### src/rtl/mbp_lsu_pkg.sv
// Shared definitions for the MEM-stage load/store unit: op encodings,
// FSM states, access sizes and lane/alignment helpers.
package mbp_lsu_pkg;

  typedef enum logic [2:0] {
    OP_LW  = 3'd0,
    OP_LH  = 3'd1,
    OP_LHU = 3'd2,
    OP_LB  = 3'd3,
    OP_LBU = 3'd4,
    OP_SW  = 3'd5,
    OP_SH  = 3'd6,
    OP_SB  = 3'd7
  } lsu_op_e;

  typedef enum logic [1:0] {
    ST_IDLE      = 2'd0,
    ST_RMW_READ  = 2'd1,
    ST_RMW_WRITE = 2'd2
  } lsu_state_e;

  typedef enum logic [1:0] {
    SZ_BYTE = 2'd0,
    SZ_HALF = 2'd1,
    SZ_WORD = 2'd2
  } lsu_size_e;

  localparam int unsigned LANE_W    = 8;
  localparam int unsigned NUM_LANES = 4;

  // Access size implied by an op.
  function automatic lsu_size_e op_size(input lsu_op_e op);
    lsu_size_e sz;
    case (op)
      OP_LW, OP_SW:         sz = SZ_WORD;
      OP_LH, OP_LHU, OP_SH: sz = SZ_HALF;
      OP_LB, OP_LBU, OP_SB: sz = SZ_BYTE;
      default:              sz = SZ_WORD;
    endcase
    return sz;
  endfunction

  // Stores write memory; everything else is a load.
  function automatic logic op_is_store(input lsu_op_e op);
    logic st;
    case (op)
      OP_SW, OP_SH, OP_SB: st = 1'b1;
      default:             st = 1'b0;
    endcase
    return st;
  endfunction

  // Only LB and LH sign-extend.
  function automatic logic op_is_signed(input lsu_op_e op);
    logic sg;
    case (op)
      OP_LB, OP_LH: sg = 1'b1;
      default:      sg = 1'b0;
    endcase
    return sg;
  endfunction

  // Word accesses need addr[1:0]==0, halfword accesses need addr[0]==0.
  function automatic logic addr_misaligned(input lsu_op_e op, input logic [1:0] lo);
    logic bad;
    case (op_size(op))
      SZ_WORD: bad = (lo != 2'b00);
      SZ_HALF: bad = lo[0];
      SZ_BYTE: bad = 1'b0;
      default: bad = 1'b0;
    endcase
    return bad;
  endfunction

  // Bit offset of the addressed byte/half inside the 32-bit word.
  function automatic logic [4:0] lane_shift(input logic [1:0] lane, input lsu_size_e sz,
                                            input logic little_end);
    logic [4:0] sh;
    case (sz)
      SZ_BYTE: sh = little_end ? {lane, 3'b000} : {~lane, 3'b000};
      SZ_HALF: sh = little_end ? {lane[1], 4'b0000} : {~lane[1], 4'b0000};
      SZ_WORD: sh = 5'd0;
      default: sh = 5'd0;
    endcase
    return sh;
  endfunction

endpackage

### src/rtl/lsu_byte_lane.sv
// Combinational byte/half lane handling: extracts and extends load data from
// a memory word, and merges store data into a word for read-modify-write.
module lsu_byte_lane
  import mbp_lsu_pkg::*;
#(
  parameter bit LITTLE_END = 1'b1
) (
  input  logic [31:0] rd_word,
  input  logic [1:0]  lane,
  input  lsu_size_e   size,
  input  logic        sign_ext,
  input  logic [31:0] wdata,
  output logic [31:0] ld_ext,
  output logic [31:0] merged
);

  logic [4:0]  shift_s;
  logic [31:0] aligned_s;
  logic [31:0] mask_s;

  // Right-justify the selected lane(s) and extend to a full word.
  always_comb begin
    shift_s   = lane_shift(lane, size, LITTLE_END);
    aligned_s = rd_word >> shift_s;
    case (size)
      SZ_BYTE: begin
        if (sign_ext) begin
          ld_ext = {{24{aligned_s[7]}}, aligned_s[7:0]};
        end else begin
          ld_ext = {24'd0, aligned_s[7:0]};
        end
      end
      SZ_HALF: begin
        if (sign_ext) begin
          ld_ext = {{16{aligned_s[15]}}, aligned_s[15:0]};
        end else begin
          ld_ext = {16'd0, aligned_s[15:0]};
        end
      end
      SZ_WORD: ld_ext = aligned_s;
      default: ld_ext = aligned_s;
    endcase
  end

  // Replace the addressed lane(s) of the read word with the low store bytes.
  always_comb begin
    case (size)
      SZ_BYTE: mask_s = 32'h0000_00FF;
      SZ_HALF: mask_s = 32'h0000_FFFF;
      SZ_WORD: mask_s = 32'hFFFF_FFFF;
      default: mask_s = 32'hFFFF_FFFF;
    endcase
    merged = (rd_word & ~(mask_s << shift_s)) | ((wdata & mask_s) << shift_s);
  end

endmodule

### src/rtl/mem_stage_lsu.sv
// MEM-stage load/store unit in front of the unified memory data port.
// Loads and SW complete in a single cycle against the combinational read
// port; SB/SH are read-modify-write sequences that stall the pipe.
module mem_stage_lsu
  import mbp_lsu_pkg::*;
#(
  parameter int ADDR_W     = 32,
  parameter int DATA_W     = 32,
  parameter bit LITTLE_END = 1'b1
) (
  input  logic              clk,
  input  logic              rst_n,
  input  logic              req_valid,
  output logic              req_ready,
  input  logic [2:0]        req_op,
  input  logic [ADDR_W-1:0] req_addr,
  input  logic [DATA_W-1:0] req_wdata,
  input  logic [4:0]        req_rd,
  output logic [ADDR_W-1:0] data_addr,
  output logic [DATA_W-1:0] data_write_data,
  output logic              data_sig_mem_write,
  input  logic [DATA_W-1:0] data_read_data,
  output logic              ld_valid,
  output logic [DATA_W-1:0] ld_data,
  output logic [4:0]        ld_rd,
  output logic              stall,
  output logic              addr_err
);

  lsu_state_e        state_r;
  logic [ADDR_W-1:0] addr_r;
  logic [1:0]        lane_r;
  lsu_size_e         size_r;
  logic [DATA_W-1:0] wdata_r;
  logic [DATA_W-1:0] merge_r;
  logic              ld_valid_r;
  logic [DATA_W-1:0] ld_data_r;
  logic [4:0]        ld_rd_r;
  logic              addr_err_r;
  logic              stall_r;

  lsu_op_e           op_s;
  lsu_size_e         size_s;
  logic              misalign_s;
  logic              is_store_s;
  logic              sign_s;
  logic              accept_s;
  logic [ADDR_W-1:0] req_word_addr_s;

  logic [1:0]        lane_sel_s;
  lsu_size_e         size_sel_s;
  logic              sign_sel_s;
  logic [DATA_W-1:0] wdata_sel_s;
  logic [DATA_W-1:0] ld_ext_s;
  logic [DATA_W-1:0] merged_s;

  logic [ADDR_W-1:0] data_addr_s;
  logic [DATA_W-1:0] data_wdata_s;
  logic              data_we_s;

  // Decode the incoming request.
  always_comb begin
    op_s            = lsu_op_e'(req_op);
    size_s          = op_size(op_s);
    misalign_s      = addr_misaligned(op_s, req_addr[1:0]);
    is_store_s      = op_is_store(op_s);
    sign_s          = op_is_signed(op_s);
    accept_s        = req_valid & (state_r == ST_IDLE);
    req_word_addr_s = {req_addr[ADDR_W-1:2], 2'b00};
  end

  // In IDLE the lane logic serves the live request; during RMW it serves the latched store.
  always_comb begin
    if (state_r == ST_IDLE) begin
      lane_sel_s  = req_addr[1:0];
      size_sel_s  = size_s;
      sign_sel_s  = sign_s;
      wdata_sel_s = req_wdata;
    end else begin
      lane_sel_s  = lane_r;
      size_sel_s  = size_r;
      sign_sel_s  = 1'b0;
      wdata_sel_s = wdata_r;
    end
  end

  lsu_byte_lane #(
    .LITTLE_END (LITTLE_END)
  ) u_lane (
    .rd_word  (data_read_data),
    .lane     (lane_sel_s),
    .size     (size_sel_s),
    .sign_ext (sign_sel_s),
    .wdata    (wdata_sel_s),
    .ld_ext   (ld_ext_s),
    .merged   (merged_s)
  );

  // Memory port drive; gated by rst_n so the strobe drops the instant reset asserts.
  always_comb begin
    data_addr_s  = '0;
    data_wdata_s = '0;
    data_we_s    = 1'b0;
    if (!rst_n) begin
      data_addr_s  = '0;
      data_wdata_s = '0;
      data_we_s    = 1'b0;
    end else begin
      case (state_r)
        ST_IDLE: begin
          if (req_valid) begin
            data_addr_s = req_word_addr_s;
            if ((op_s == OP_SW) && !misalign_s) begin
              data_wdata_s = req_wdata;
              data_we_s    = 1'b1;
            end else begin
              data_wdata_s = '0;
              data_we_s    = 1'b0;
            end
          end else begin
            data_addr_s = '0;
          end
        end
        ST_RMW_READ: begin
          data_addr_s = addr_r;
        end
        ST_RMW_WRITE: begin
          data_addr_s  = addr_r;
          data_wdata_s = merge_r;
          data_we_s    = 1'b1;
        end
        default: begin
          data_addr_s = '0;
        end
      endcase
    end
  end

  // Control FSM with load return, error pulse and RMW latches.
  always_ff @(posedge clk or negedge rst_n) begin
    if (!rst_n) begin
      state_r    <= ST_IDLE;
      addr_r     <= '0;
      lane_r     <= 2'b00;
      size_r     <= SZ_BYTE;
      wdata_r    <= '0;
      merge_r    <= '0;
      ld_valid_r <= 1'b0;
      ld_data_r  <= '0;
      ld_rd_r    <= 5'd0;
      addr_err_r <= 1'b0;
      stall_r    <= 1'b0;
    end else begin
      ld_valid_r <= 1'b0;
      addr_err_r <= 1'b0;
      case (state_r)
        ST_IDLE: begin
          if (accept_s) begin
            if (misalign_s) begin
              addr_err_r <= 1'b1;
            end else if (!is_store_s) begin
              ld_valid_r <= 1'b1;
              ld_data_r  <= ld_ext_s;
              ld_rd_r    <= req_rd;
            end else if (op_s != OP_SW) begin
              addr_r  <= req_word_addr_s;
              lane_r  <= req_addr[1:0];
              size_r  <= size_s;
              wdata_r <= req_wdata;
              stall_r <= 1'b1;
              state_r <= ST_RMW_READ;
            end else begin
              state_r <= ST_IDLE;
            end
          end else begin
            state_r <= ST_IDLE;
          end
        end
        ST_RMW_READ: begin
          merge_r <= merged_s;
          state_r <= ST_RMW_WRITE;
        end
        ST_RMW_WRITE: begin
          stall_r <= 1'b0;
          state_r <= ST_IDLE;
        end
        default: begin
          stall_r <= 1'b0;
          state_r <= ST_IDLE;
        end
      endcase
    end
  end

  assign req_ready          = ~stall_r;
  assign stall              = stall_r;
  assign data_addr          = data_addr_s;
  assign data_write_data    = data_wdata_s;
  assign data_sig_mem_write = data_we_s;
  assign ld_valid           = ld_valid_r;
  assign ld_data            = ld_data_r;
  assign ld_rd              = ld_rd_r;
  assign addr_err           = addr_err_r;

endmodule

### config.mk
export PLATFORM = sky130hd
export DESIGN_NAME = mem_stage_lsu
export DESIGN_NICKNAME = d
export VERILOG_FILES = /design/src/rtl/mbp_lsu_pkg.sv /design/src/rtl/lsu_byte_lane.sv /design/src/rtl/mem_stage_lsu.sv
export SDC_FILE = /design/constraint.sdc
export NUM_CORES = 1
export LEC_CHECK = 0
export CORE_ASPECT_RATIO = 1.2
export CORE_MARGIN = 1.5
export CORE_UTILIZATION = 25
export CTS_CLUSTER_SIZE = 20
export DETAILED_ROUTE_END_ITERATION = 12
export PLACE_DENSITY_LB_ADDON = 0.12
export SLEW_MARGIN = 10
export SYNTH_ARGS = -nofsm -noshare
export SYNTH_HDL_FRONTEND = slang
export SYNTH_SLANG_ARGS = --single-unit
### constraint.sdc
create_clock -name clk -period 3.7 [get_ports clk]
set_input_delay 0.925 -clock clk [delete_from_list [all_inputs] [get_ports clk]]
set_output_delay 0.925 -clock clk [all_outputs]
set_load 0.1 [all_outputs]
==> results of run 1 <==
## power breakdown
part | switching [W] | total, W | internal, W
Sequential | 0.000366 | 0.00247 | 0.00211
Combinational | 0.00271 | 0.00413 | 0.00142
Clock | 0.000766 | 0.00165 | 0.000882
## routing by layer
metal  track usage [%]  wire [um]  share of wire (%)
met1              24.1      12900                 44
met2              31.2      14100                 48
met3              4.02       1620                5.5
met4              5.88        758                2.6
met5                 0         12              0.041
## logic make-up after synthesis
logic type,after synthesis
AND/OR/NAND/NOR,198
AO/OA/AOI/OAI,233
flip-flops,140
adder cells (fa/ha/maj),11
other,1
multiplexers,106
buffers and inverters,80
## Yosys cell counts, drive strengths merged (3+ instances only)
master / instances
nor2: 104
nor2b: 10
ha: 11
o22ai: 16
a21o: 9
o21ai: 45
a311oi: 7
a21oi: 44
a31oi: 9
nand2: 67
buf: 18
inv: 18
a222oi: 8
dfrtp: 140
a211oi: 8
nand2b: 3
mux2: 74
a22oi: 78
mux2i: 32
clkbuf: 44
o211ai: 8
## layout make-up
cell class,instances,share of cell area (%)
clock buffer,17,3.30
clock inverter,15,1.01
inverter,18,0.661
multi-input combinational,550,35.5
sequential,140,27.2
tap,390,3.79
timing repair buffer,306,28.6
## timing repair
item / CTS / global route
pin swaps: 37 / 67
endpoints found under the setup margin: 33 / 73
setup buffers: 16 / 11
gates cloned: 3 / 3
gates resized for setup: 52 / 40
## through the flow
step | hold slack (ns) | setup TNS [ns] | cells | cell area, um2
floorplan | 0.456 | -4.18 | 770 | 8130
global placement | 0.460 | -34.04 | 1376 | 11600
detailed placement | 0.463 | -36.80 | 1376 | 11600
CTS | 0.330 | -11.88 | 1427 | 12600
global route | 0.332 | -10.40 | 1436 | 12900
finish | 0.339 | -4.27 | 1436 | 12900
## placed cells by master (no fill, tap or decap), types with 6 or more instances in the layout
| cell | n |
|---|---|
| dfrtp_1 | 140 |
| clkdlybuf4s50_1 | 118 |
| buf_4 | 94 |
| buf_12 | 77 |
| mux2_2 | 74 |
| nand2_1 | 65 |
| a22oi_2 | 41 |
| a21oi_1 | 39 |
| nor2_1 | 38 |
| a22oi_1 | 37 |
| nor2_4 | 35 |
| nor2_2 | 31 |
| mux2i_1 | 29 |
| o21ai_0 | 26 |
| clkbuf_16 | 20 |
| o21ai_2 | 17 |
| inv_1 | 14 |
| nor2b_1 | 10 |
| buf_6 | 10 |
| a21o_1 | 9 |
| o22ai_1 | 9 |
| a222oi_1 | 8 |
| o211ai_1 | 8 |
| a31oi_1 | 7 |
| a211oi_1 | 7 |
| a311oi_1 | 7 |
| o22ai_4 | 6 |
## flip-flops by register name, summed over array words and instances, names as in the netlist
| signal | count |
|---|---|
| ld_data | 32 |
| merge_r | 32 |
| wdata_r | 32 |
| addr_r | 30 |
| ld_rd | 5 |
| lane_r | 2 |
| size_r | 2 |
| state_r | 2 |
| addr_err | 1 |
| ld_valid | 1 |
| stall | 1 |
## how the worst max path moves through the flow
stage               slack [ns]  cells after the start             endpoint      start
global placement         -0.65                     15  data_write_data[22]  req_op[1]
finish                   -0.17                     15  data_write_data[12]  req_op[1]
CTS                      -0.29                     16  data_write_data[30]  req_op[1]
global route             -0.25                     15   data_write_data[3]  req_op[1]
detailed placement       -0.67                     15  data_write_data[31]  req_op[1]
floorplan                -0.19                     12  data_write_data[22]  req_op[1]
==> results.json, run 1 <==
{
  "status": "finished, violations left",
  "violations": "negative setup slack",
  "r2r_slack_ns": 0.80,
  "grt_pass1_wl_um": 44600,
  "cts_sinks": 140,
  "grt_pass1_vias": 7289,
  "ant_nets": 0,
  "cts_tree": "built",
  "pin_count": 213,
  "synthSimpleGateAreaFrac_pct": 10.9,
  "yosys-top-cells-area": "dfrtp_1 46%, mux2_2 11%, a22oi_1 7.7%",
  "yosysTopAreaCell": "dfrtp_1",
  "grt_max_degree": 67,
  "root_buffer": "clkbuf_16",
  "seq_area_um2": 3500,
  "tightest_slew_ns": 1.01,
  "die_area_um2": 31400,
  "rows": 69,
  "worstSkewPairLatency_ns": 0.43,
  "critPathLaunchType": "primary input",
  "ys_async_sr_fraction_pct": 100,
  "drt_iter0_markers": 342,
  "rr_startpoint": "state_r[0]",
  "yosysTopAreaCellShare_pct": 46.3,
  "synthMuxAreaShare_pct": 15.4,
  "synth_fa_ha_area_share_pct": 1.82,
  "multi_input_area_um2": 4570,
  "cts_hold_buf": 0,
  "htreeDepth": 4,
  "drive_gt1_share_pct": 44.0,
  "yosys_warnings": 0,
  "grt_usage_pct": 18.7,
  "synth_top_family_by_area": "compound AO/OA/AOI/OAI gates",
  "cp_max_fo": 7,
  "syn_area_per_cell_um2": 9.85,
  "power_density_nw_per_um2": 641,
  "final-max-slew-violation-count": 0,
  "vdd_drop_max_mv": 0.404,
  "routedWlPerCell_um": 20.5,
  "endpoint_kind": "output pin",
  "clockBufferDepth": 2,
  "cpMostUsedCell": "buf_12",
  "synth_edf_count": 0,
  "gp_congestion": 0.841,
  "crit_required_ns": 2.77,
  "n_fill_cell": 2892,
  "rsz0062_at_grt": "yes",
  "dp_slack_ns": -0.672,
  "synthFlopType": "dfrtp_1",
  "die_w_um": 162,
  "routed_wl_um": 29400,
  "rr_endpoint": "merge_r[29]",
  "worst_slew_margin_rel_pct": 32.7,
  "syn2layout_area_growth_pct": 70.0,
  "core_area_um2": 29700,
  "finalWorstSetupSlack_ns": -0.166,
  "nNetsFinal": 1151,
  "yosysSeqAreaShare_pct": 46.3,
  "path_class": "primary input to output pin",
  "start_util_pct": 25.5,
  "max_stage_delay_ns": 0.18,
  "r2r_cells": 10,
  "path_delay_family": "buffers and inverters",
  "hp-class": "primary input to asynchronous set/reset pin",
  "insertedDiodeCount": 0,
  "totalPowerFinal_w": 0.00825,
  "post-route-min-period_ns": 3.87,
  "vias": 7021,
  "drc_errors": 0,
  "die_y_um": 194,
  "synth_cell_types": 45,
  "ys_seq_elements": 140,
  "dpl.hpwl_um": 21300,
  "dr.pass1.iters": 5,
  "cts_buffers": 17,
  "grt-ovfl-total": 0,
  "avgViaCountPerCell": 4.89,
  "synth_area_um2": 7570,
  "fin_skew_ns": 0.0133,
  "post-route-period-util_pct": 104,
  "setup_viol": 58,
  "clk_pin_slew_worst_paths_ns": 0.07,
  "grt_antenna_before_repair": 1,
  "worst_ep_arrival_time_ns": 2.94,
  "synth_compound_area_share_pct": 21.0,
  "synth_xor_area_share_pct": 0,
  "p_leak_nw": 5.25,
  "max_freq_mhz": 259,
  "hold_viol": 0,
  "cpMaxStageDelayCell": "mux2i_4",
  "numPortBuffers": 210,
  "fin_util_pct": 43.4,
  "timing.critical_path.buf_inv": 6,
  "crit_chain": "buf_12, buf_6, ha_4, mux2i_4, inv_2, ha_4, o21ai_2, a21oi_2, nand2b_4, nor2_4, buf_12, buf_12, a22oi_2, nor2_4, buf_12",
  "max_cap_viol_count": 0,
  "syn_inst": 769
}
(Power assumes the default switching activity.)
==> run 2: changes to the inputs <==
- CORE_UTILIZATION: 25 -> 35
- SYNTH_HIERARCHICAL: default -> 1
==> run 2 against run 1 <==
  * The flow now finishes without violations
  * Core utilization increased by 12 points
  * Register-to-register slack improved by 0.05 ns
  * Via count decreased by 4.1%
  * Worst setup slack improved by 0.17 ns
  * Clock power about the same
  * Synthesized cell count decreased by 10%
  * First-iteration DRC count decreased by 1.5%
  * Sequential share of layout area increased by 1.1 points
  * Largest cell class unchanged
  * Largest power group unchanged
==> results.json, run 2 <==
{
  "yosys-top-cells-area": "dfrtp_1 44%, mux2_2 20%, mux2_1 4.7%",
  "cts_sinks": 140,
  "critPathLaunchType": "primary input",
  "cpMaxStageDelayCell": "mux2i_4",
  "rsz0062_at_grt": "yes",
  "yosysTopAreaCellShare_pct": 43.9,
  "core_area_um2": 22400,
  "grt_max_degree": 65,
  "multi_input_area_um2": 4540,
  "path_class": "primary input to output pin",
  "dr.pass1.iters": 6,
  "htreeDepth": 4,
  "hp-class": "register to register",
  "fin_util_pct": 55.4,
  "setup_viol": 0,
  "max_freq_mhz": 271,
  "fin_skew_ns": 0.00944,
  "synthFlopType": "dfrtp_1",
  "synth_edf_count": 0,
  "cp_max_fo": 7,
  "die_y_um": 168,
  "power_density_nw_per_um2": 678,
  "fin_hold_ws_ns": 0.486,
  "status": "completed",
  "max_stage_delay_ns": 0.20,
  "worstSkewPairLatency_ns": 0.42,
  "die_area_um2": 23700,
  "final-max-slew-violation-count": 0,
  "drive_gt1_share_pct": 44.1,
  "post-route-min-period_ns": 3.69,
  "gp_congestion": 0.910,
  "final_cell_mix": "145 x mux2_2, 140 x dfrtp_1, 121 x clkdlybuf4s50_1, 73 x buf_12, 73 x buf_4",
  "dpl.hpwl_um": 18900,
  "hold_viol": 0,
  "timing.critical_path.buf_inv": 6,
  "worst_ep_arrival_time_ns": 2.77,
  "root_buffer": "clkbuf_16",
  "worst_slew_margin_rel_pct": 30.9,
  "die_w_um": 141,
  "clockBufferDepth": 2,
  "grt_usage_pct": 22.2,
  "routedWlPerCell_um": 21.1,
  "totalPowerFinal_w": 0.00841,
  "tightest_slew_ns": 1.03,
  "seq_area_um2": 3500,
  "grt_antenna_before_repair": 0,
  "max_cap_viol_count": 0,
  "drt_iter0_markers": 337,
  "avgViaCountPerCell": 5.53,
  "numPortBuffers": 210,
  "syn2layout_area_growth_pct": 55.2,
  "post-route-period-util_pct": 99.8,
  "n_fill_cell": 1881,
  "yosysSeqAreaShare_pct": 43.9,
  "layout_commonest_cell": "mux2_2",
  "grt_pass1_vias": 7202,
  "syn_inst": 691,
  "ant_nets": 0,
  "yosysMostFrequentCell": "mux2_2",
  "crit_chain": "buf_8, buf_6, ha_4, mux2i_4, inv_2, ha_4, nand2_4, a21oi_4, nor3_4, buf_6, buf_12, a22o_4, buf_12",
  "synth_area_um2": 7980,
  "path_delay_family": "buffers and inverters",
  "vias": 6733,
  "cts_buffers": 17,
  "endpoint_kind": "output pin",
  "grt-ovfl-total": 0,
  "crit_required_ns": 2.77,
  "routed_wl_um": 25700,
  "clk_pin_slew_worst_paths_ns": 0.06,
  "ys_async_sr_fraction_pct": 100,
  "pin_count": 213,
  "cts_hold_buf": 0,
  "grt_pass1_wl_um": 40800,
  "yosys_warnings": 6,
  "vdd_drop_max_mv": 0.653,
  "synth_commonest_cells": "145 x mux2_2, 140 x dfrtp_1, 53 x nor2_1",
  "ys_seq_elements": 140,
  "yosysTopAreaCell": "dfrtp_1",
  "synth_cell_types": 46,
  "drc_errors": 0,
  "cts_tree": "built",
  "insertedDiodeCount": 0,
  "p_leak_nw": 5.32,
  "start_util_pct": 35.7,
  "rows": 60,
  "syn_area_per_cell_um2": 11.6,
  "nNetsFinal": 1043
}
run 2: metal layers:
metal,track usage [%],routed length [um]
met1,27.4,10500
met2,37.6,12700
met4,9.10,842
met5,0,0
met3,5.12,1550
run 2: timing repair:
| item | in CTS | in global routing |
|---|---|---|
| gates cloned | 2 | 0 |
| resized for setup | 49 | 12 |
| setup buffers | 22 | 0 |
| setup endpoints to repair | 33 | 34 |
| pin swaps | 12 | 12 |
run 2: through the flow:
stage	setup TNS (ns)	instance area (um2)	worst slack, ns	instances
after floorplan	-1.26	8230	-0.174	692
after global placement	-17.08	11400	-0.536	1163
after detailed placement	-27.50	11400	-0.660	1163
after CTS	0	12400	0.00543	1219
after global routing	-0.844	12400	-0.0534	1218
final	0	12400	0.00740	1218
run 2: final timing paths:
check / startpoint / endpoint / slack (ns) / cells after the start
setup / recovery: req_op[1] / data_write_data[2] / 0.007 / 13
hold / removal: wdata_r[21] / wdata_r[21] / 0.49 / 1
setup reg to reg: state_r[1] / ld_data[26] / 0.85 / 8
hold reg to reg: wdata_r[21] / wdata_r[21] / 0.49 / 1
max in group asynchronous: rst_n / wdata_r[8] / 2.01 / 3
min in group asynchronous: rst_n / addr_r[27] / 0.54 / 2
run 2: layout make-up:
class | instances | area share, %
clock buffer | 17 | 3.43
sequential | 140 | 28.3
multi-input combinational | 478 | 36.6
clock inverter | 15 | 1.20
inverter | 10 | 0.364
timing repair buffer | 279 | 27.3
tap | 279 | 2.82
run 2: kinds of logic after synthesis:
group	share of synthesized area, %
multiplexers	27.5
AO/OA/AOI/OAI	15.0
flip-flops	43.9
AND/OR/NAND/NOR	7.22
buffers and inverters	4.87
adder cells (fa/ha/maj)	1.57
other	0.0470
run 2: report_power, final:
group	leakage, nW	total (W)	switching, W	internal [W]
Combinational	3.34	0.00423	0.00272	0.00151
Clock	0.279	0.00167	0.000720	0.000948
Sequential	1.71	0.00251	0.000370	0.00214
==> run 3: changes to the inputs <==
- CORE_ASPECT_RATIO: 1.2 -> 1.5
- clock period: 3.7 -> 3.8 ns (I/O delays scaled with it)
==> run 3 against run 2 <==
  * The flow now finishes with violations (negative setup slack)
  * Worst setup slack got worse by 0.090 ns
  * Clock power is essentially flat
  * Non-clock buffer count shrank 15
  * Core utilization is 0.39 points lower
  * Critical path depth up 1
  * Via count down 2.7%
  * Flip-flop and latch count stayed put
  * Cell count fell by 1.5%
  * Largest cell class unchanged
==> results.json, run 3 (synthesis gave the netlist of run 2 again) <==
{
  "drive_gt1_share_pct": 42.4,
  "path_class": "primary input to output pin",
  "core_area_um2": 22400,
  "die_w_um": 126,
  "final-max-slew-violation-count": 0,
  "r2r_cells": 8,
  "max_cap_viol_count": 0,
  "grt_pass1_wl_um": 41400,
  "final_cells": 1200,
  "nNetsFinal": 1028,
  "finalWorstSetupSlack_ns": -0.0822,
  "hold_viol": 0,
  "dpl.hpwl_um": 19700,
  "numPortBuffers": 210,
  "syn2layout_area_growth_pct": 54.2,
  "rsz0062_at_grt": "yes",
  "htreeDepth": 4,
  "insertedDiodeCount": 0,
  "rr_endpoint": "merge_r[15]",
  "ant_nets": 0,
  "post-route-min-period_ns": 3.88,
  "setup_viol": 27,
  "drt_iter0_markers": 298,
  "rr_startpoint": "state_r[0]",
  "top_layer_used": "met4",
  "crit_required_ns": 2.85,
  "critPathLaunchType": "primary input",
  "max_stage_delay_ns": 0.26,
  "fin_skew_ns": 0.00646,
  "hp-class": "primary input to asynchronous set/reset pin",
  "worst_slew_margin_rel_pct": 28.5,
  "cts_sinks": 140,
  "drc_errors": 0,
  "wl_met1_um": 10300,
  "p_leak_nw": 5.26,
  "met2WireLength_um": 14200,
  "dr.pass1.iters": 5,
  "grt_pass1_vias": 7036,
  "avgViaCountPerCell": 5.46,
  "layout_commonest_cell": "mux2_2",
  "rows": 67,
  "cpMaxStageDelayCell": "a22o_4",
  "worstSkewPairLatency_ns": 0.42,
  "root_buffer": "clkbuf_16",
  "grt_antenna_before_repair": 0,
  "setup_tns_ns": -1.84,
  "max_freq_mhz": 258,
  "tightest_slew_ns": 1.07,
  "post-route-period-util_pct": 102,
  "r2r_slack_ns": 0.72,
  "cp_max_fo": 6,
  "grt_usage_pct": 22.9,
  "worst_ep_arrival_time_ns": 2.93,
  "die_y_um": 188,
  "vias": 6548,
  "power_density_nw_per_um2": 668,
  "clockBufferDepth": 2,
  "status": "finished, violations left",
  "grt_max_degree": 84,
  "endpoint_kind": "output pin",
  "gp_congestion": 0.925,
  "grt-ovfl-total": 0,
  "die_area_um2": 23700,
  "pin_count": 213,
  "met3_length_um": 1160,
  "routedWlPerCell_um": 22.0,
  "start_util_pct": 35.7,
  "routed_wl_um": 26400,
  "placed_cells_incl_taps": 1156,
  "final_cell_mix": "145 x mux2_2, 140 x dfrtp_1, 123 x clkdlybuf4s50_1, 75 x buf_12, 56 x buf_4",
  "cts_tree": "built",
  "totalPowerFinal_w": 0.00822,
  "vdd_drop_max_mv": 0.497,
  "violations": "negative setup slack",
  "cts_buffers": 17,
  "crit_chain": "buf_6, buf_6, ha_4, mux2i_2, buf_4, ha_4, nand2_4, a21oi_4, nor3_4, buf_12, buf_8, buf_16, a22o_4, buf_12",
  "clk_pin_slew_worst_paths_ns": 0.06
}
-- run 3: cell count changes in the layout (fill, tap and decap cells not counted), sizes merged --
cell / previous run / this run
clkdlybuf4s15: 0 / 1
clkbuf: 17 / 19
buf: 158 / 140
clkinv: 2 / 4
clkdlybuf4s50: 121 / 123
bufinv: 1 / 3
inv: 20 / 14
-- run 3: power by group --
part | internal, W | switching, W | total (W)
Clock | 0.00104 | 0.000662 | 0.00170
Sequential | 0.00208 | 0.000365 | 0.00245
Combinational | 0.00143 | 0.00265 | 0.00407
-- run 3: worst max path at each step --
stage,startpoint,end
final,req_op[0],data_write_data[12]
after global routing,req_op[0],data_write_data[12]
after CTS,req_op[0],data_write_data[0]
after detailed placement,req_op[1],data_write_data[29]
after global placement,req_op[0],data_write_data[28]
after floorplan,req_op[0],data_write_data[10]
-- run 3: repair_timing --
action | 4_1_cts | 5_1_grt
resized for setup | 50 | 0
buffers inserted | 4 | 5
hold buffers | 0 | 0
gates cloned | 4 | 0
pin swaps | 37 | 3
endpoints found under the setup margin | 33 | 33
-- run 3: through the flow --
stage	cell area [um2]	worst slack (ns)	utilization [%]	hold WS [ns]
after CTS	12300	-0.0772	54.9	0.335
after global placement	11300	-0.488	50.7	0.466
after floorplan	8210	-0.117	-	0.454
after global routing	12300	-0.140	55.0	0.346
final	12300	-0.0822	55.0	0.353
after detailed placement	11300	-0.593	50.7	0.476
-- run 3: cell type report --
cell class,count,area [um2]
flip-flops and latches,140,3500
repair buffers,264,3320
well taps,276,345
fillers,1933,10100
clock buffers,19,433
multi-input cells,478,4510
clock inverters,13,164
inverters,10,37.5
-- run 3: worst max-delay path, delay by kind of cell --
family	cells	cell delay (ns)
AOI/OAI and AO/OA	2	0.44
and+or+nand+nor	2	0.11
muxes	1	0.18
buffers and inverters	7	0.94
adders and majority gates	2	0.29
-- run 3: metal layers --
| layer | global-route usage, % | vias up |
|---|---|---|
| li1 | - | 3026 |
| met1 | 26.3 | 3264 |
| met2 | 41.3 | 221 |
| met3 | 4.54 | 37 |
| met4 | 9.15 | 0 |
| met5 | 0 | - |
==> patch (flow settings as in run 2) <==
`LITTLE_END` is set to 1'b1 in 2 places; all go to 1'b0.
--- a/src/rtl/lsu_byte_lane.sv
+++ b/src/rtl/lsu_byte_lane.sv
@@ -3,7 +3,7 @@
 module lsu_byte_lane
   import mbp_lsu_pkg::*;
 #(
-  parameter bit LITTLE_END = 1'b1
+  parameter bit LITTLE_END = 1'b0
 ) (
   input  logic [31:0] rd_word,
   input  logic [1:0]  lane,
--- a/src/rtl/mem_stage_lsu.sv
+++ b/src/rtl/mem_stage_lsu.sv
@@ -6,7 +6,7 @@
 #(
   parameter int ADDR_W     = 32,
   parameter int DATA_W     = 32,
-  parameter bit LITTLE_END = 1'b1
+  parameter bit LITTLE_END = 1'b0
 ) (
   input  logic              clk,
   input  logic              rst_n,
Function: changed (a bounded check fails within 4 cycles, from zero or initial values and one cycle with rst_n low).
==> patch against run 2 <==
The flow now finishes with violations (setup timing). Die area shrank 0.75%. Maximum frequency shrank 0.73%. Cell count shrank 1.1%. Count of clock-buffer cells in the layout grew 2. Design area shrank 1.5%. Core utilization shrank 0.65 points. Sequential cell count is the same. Sequential share of layout area grew 0.43 points. Worst hold slack lost 1.1 ps. Critical path depth is the same. Wire length grew 0.13%. Power shrank 0.27%. Worst setup slack lost 27 ps. Area after synthesis shrank 0.77%. Critical path type unchanged.
==> patch: results <==
[placement]
gp_congestion = 0.837
place_hpwl_um = 19000
dp_cells = 1162
place_ws_ps = -597

[sta]
whs_ps = 485
finalSetupViolations = 7
tns_ps = -84.7
relSlewSlack = 0.335
layout_setup_ws_ps = -19.6

[route]
dr_wl_met2_um = 13300
met1Wirelength_um = 10500
wl_met3_um = 1180
drt_iter0_drc = 441
vias_per_cell = 5.41
wl_um = 25700

[synthesis]
synthTopCellsByArea = dfrtp_1 44%, mux2_2 21%, mux2_1 4.5%
seq_area_frac_synth = 0.442
synth_cell_type_count = 45
synth_mux_area_frac = 0.275
synth_adder_area_share = 0.0158
synth_compound_area_frac = 0.146
ys_top_cells_by_count = 145 x mux2_2, 140 x dfrtp_1, 52 x nor2_1, 46 x a22oi_1, 36 x a21oi_1

[setup_path]
cp_slowest_cell = nor3_4
rr_worst_depth = 10
r2r_setup_slack_ps = 780

[hold_path]
min_path_type = flop to flop
holdPathEnd = wdata_r[25]
hold_start = wdata_r[25]

[global_route]
grt_pass1_wl_um = 39700
globalRouteMet3Util = 0.0475
grt_pass1_vias = 6922
gr-usage-met2 = 0.388
grt_max_degree = 61

[clock_network]
cts_buffer_depth = 2

[run_status]
violations = setup timing
status = complete, but fails checks

[layout]
final-instance-count-excl-fill = 1204
drive_gt1_frac = 0.446
fin_nets = 1029

[power]
ir_worst_vdd_mv = 0.891
patch: what timing repair did:
item	4_1_cts	5_1_grt
endpoints found under the setup margin	33	33
setup buffers	5	2
gates resized for setup	46	11
pin swaps	33	6
gates cloned	3	0
patch: cell type report:
class / instances / area, um2
clock buffers: 19 / 453
clock inverters: 13 / 131
fillers: 1901 / 10100
inverters: 10 / 47.5
multi-input cells: 478 / 4500
flip-flops and latches: 140 / 3500
well taps: 279 / 349
repair buffers: 265 / 3220
patch: worst max-delay path by stage:
stage / startpoint / end / slack, ps / depth (start not counted)
floorplan: req_op[0] / data_write_data[10] / -170 / 10
global placement: req_op[0] / data_write_data[10] / -540 / 12
detailed placement: req_op[0] / data_write_data[20] / -600 / 12
CTS: req_op[0] / data_write_data[20] / -30 / 13
global route: req_op[1] / data_write_data[19] / -100 / 13
finish: req_op[1] / data_write_data[19] / -20 / 13
patch: where the power goes:
part	internal, W	total, W	switching, W
logic	0.00144	0.00416	0.00271
registers	0.00214	0.00252	0.000379
clock network	0.000979	0.00171	0.000731
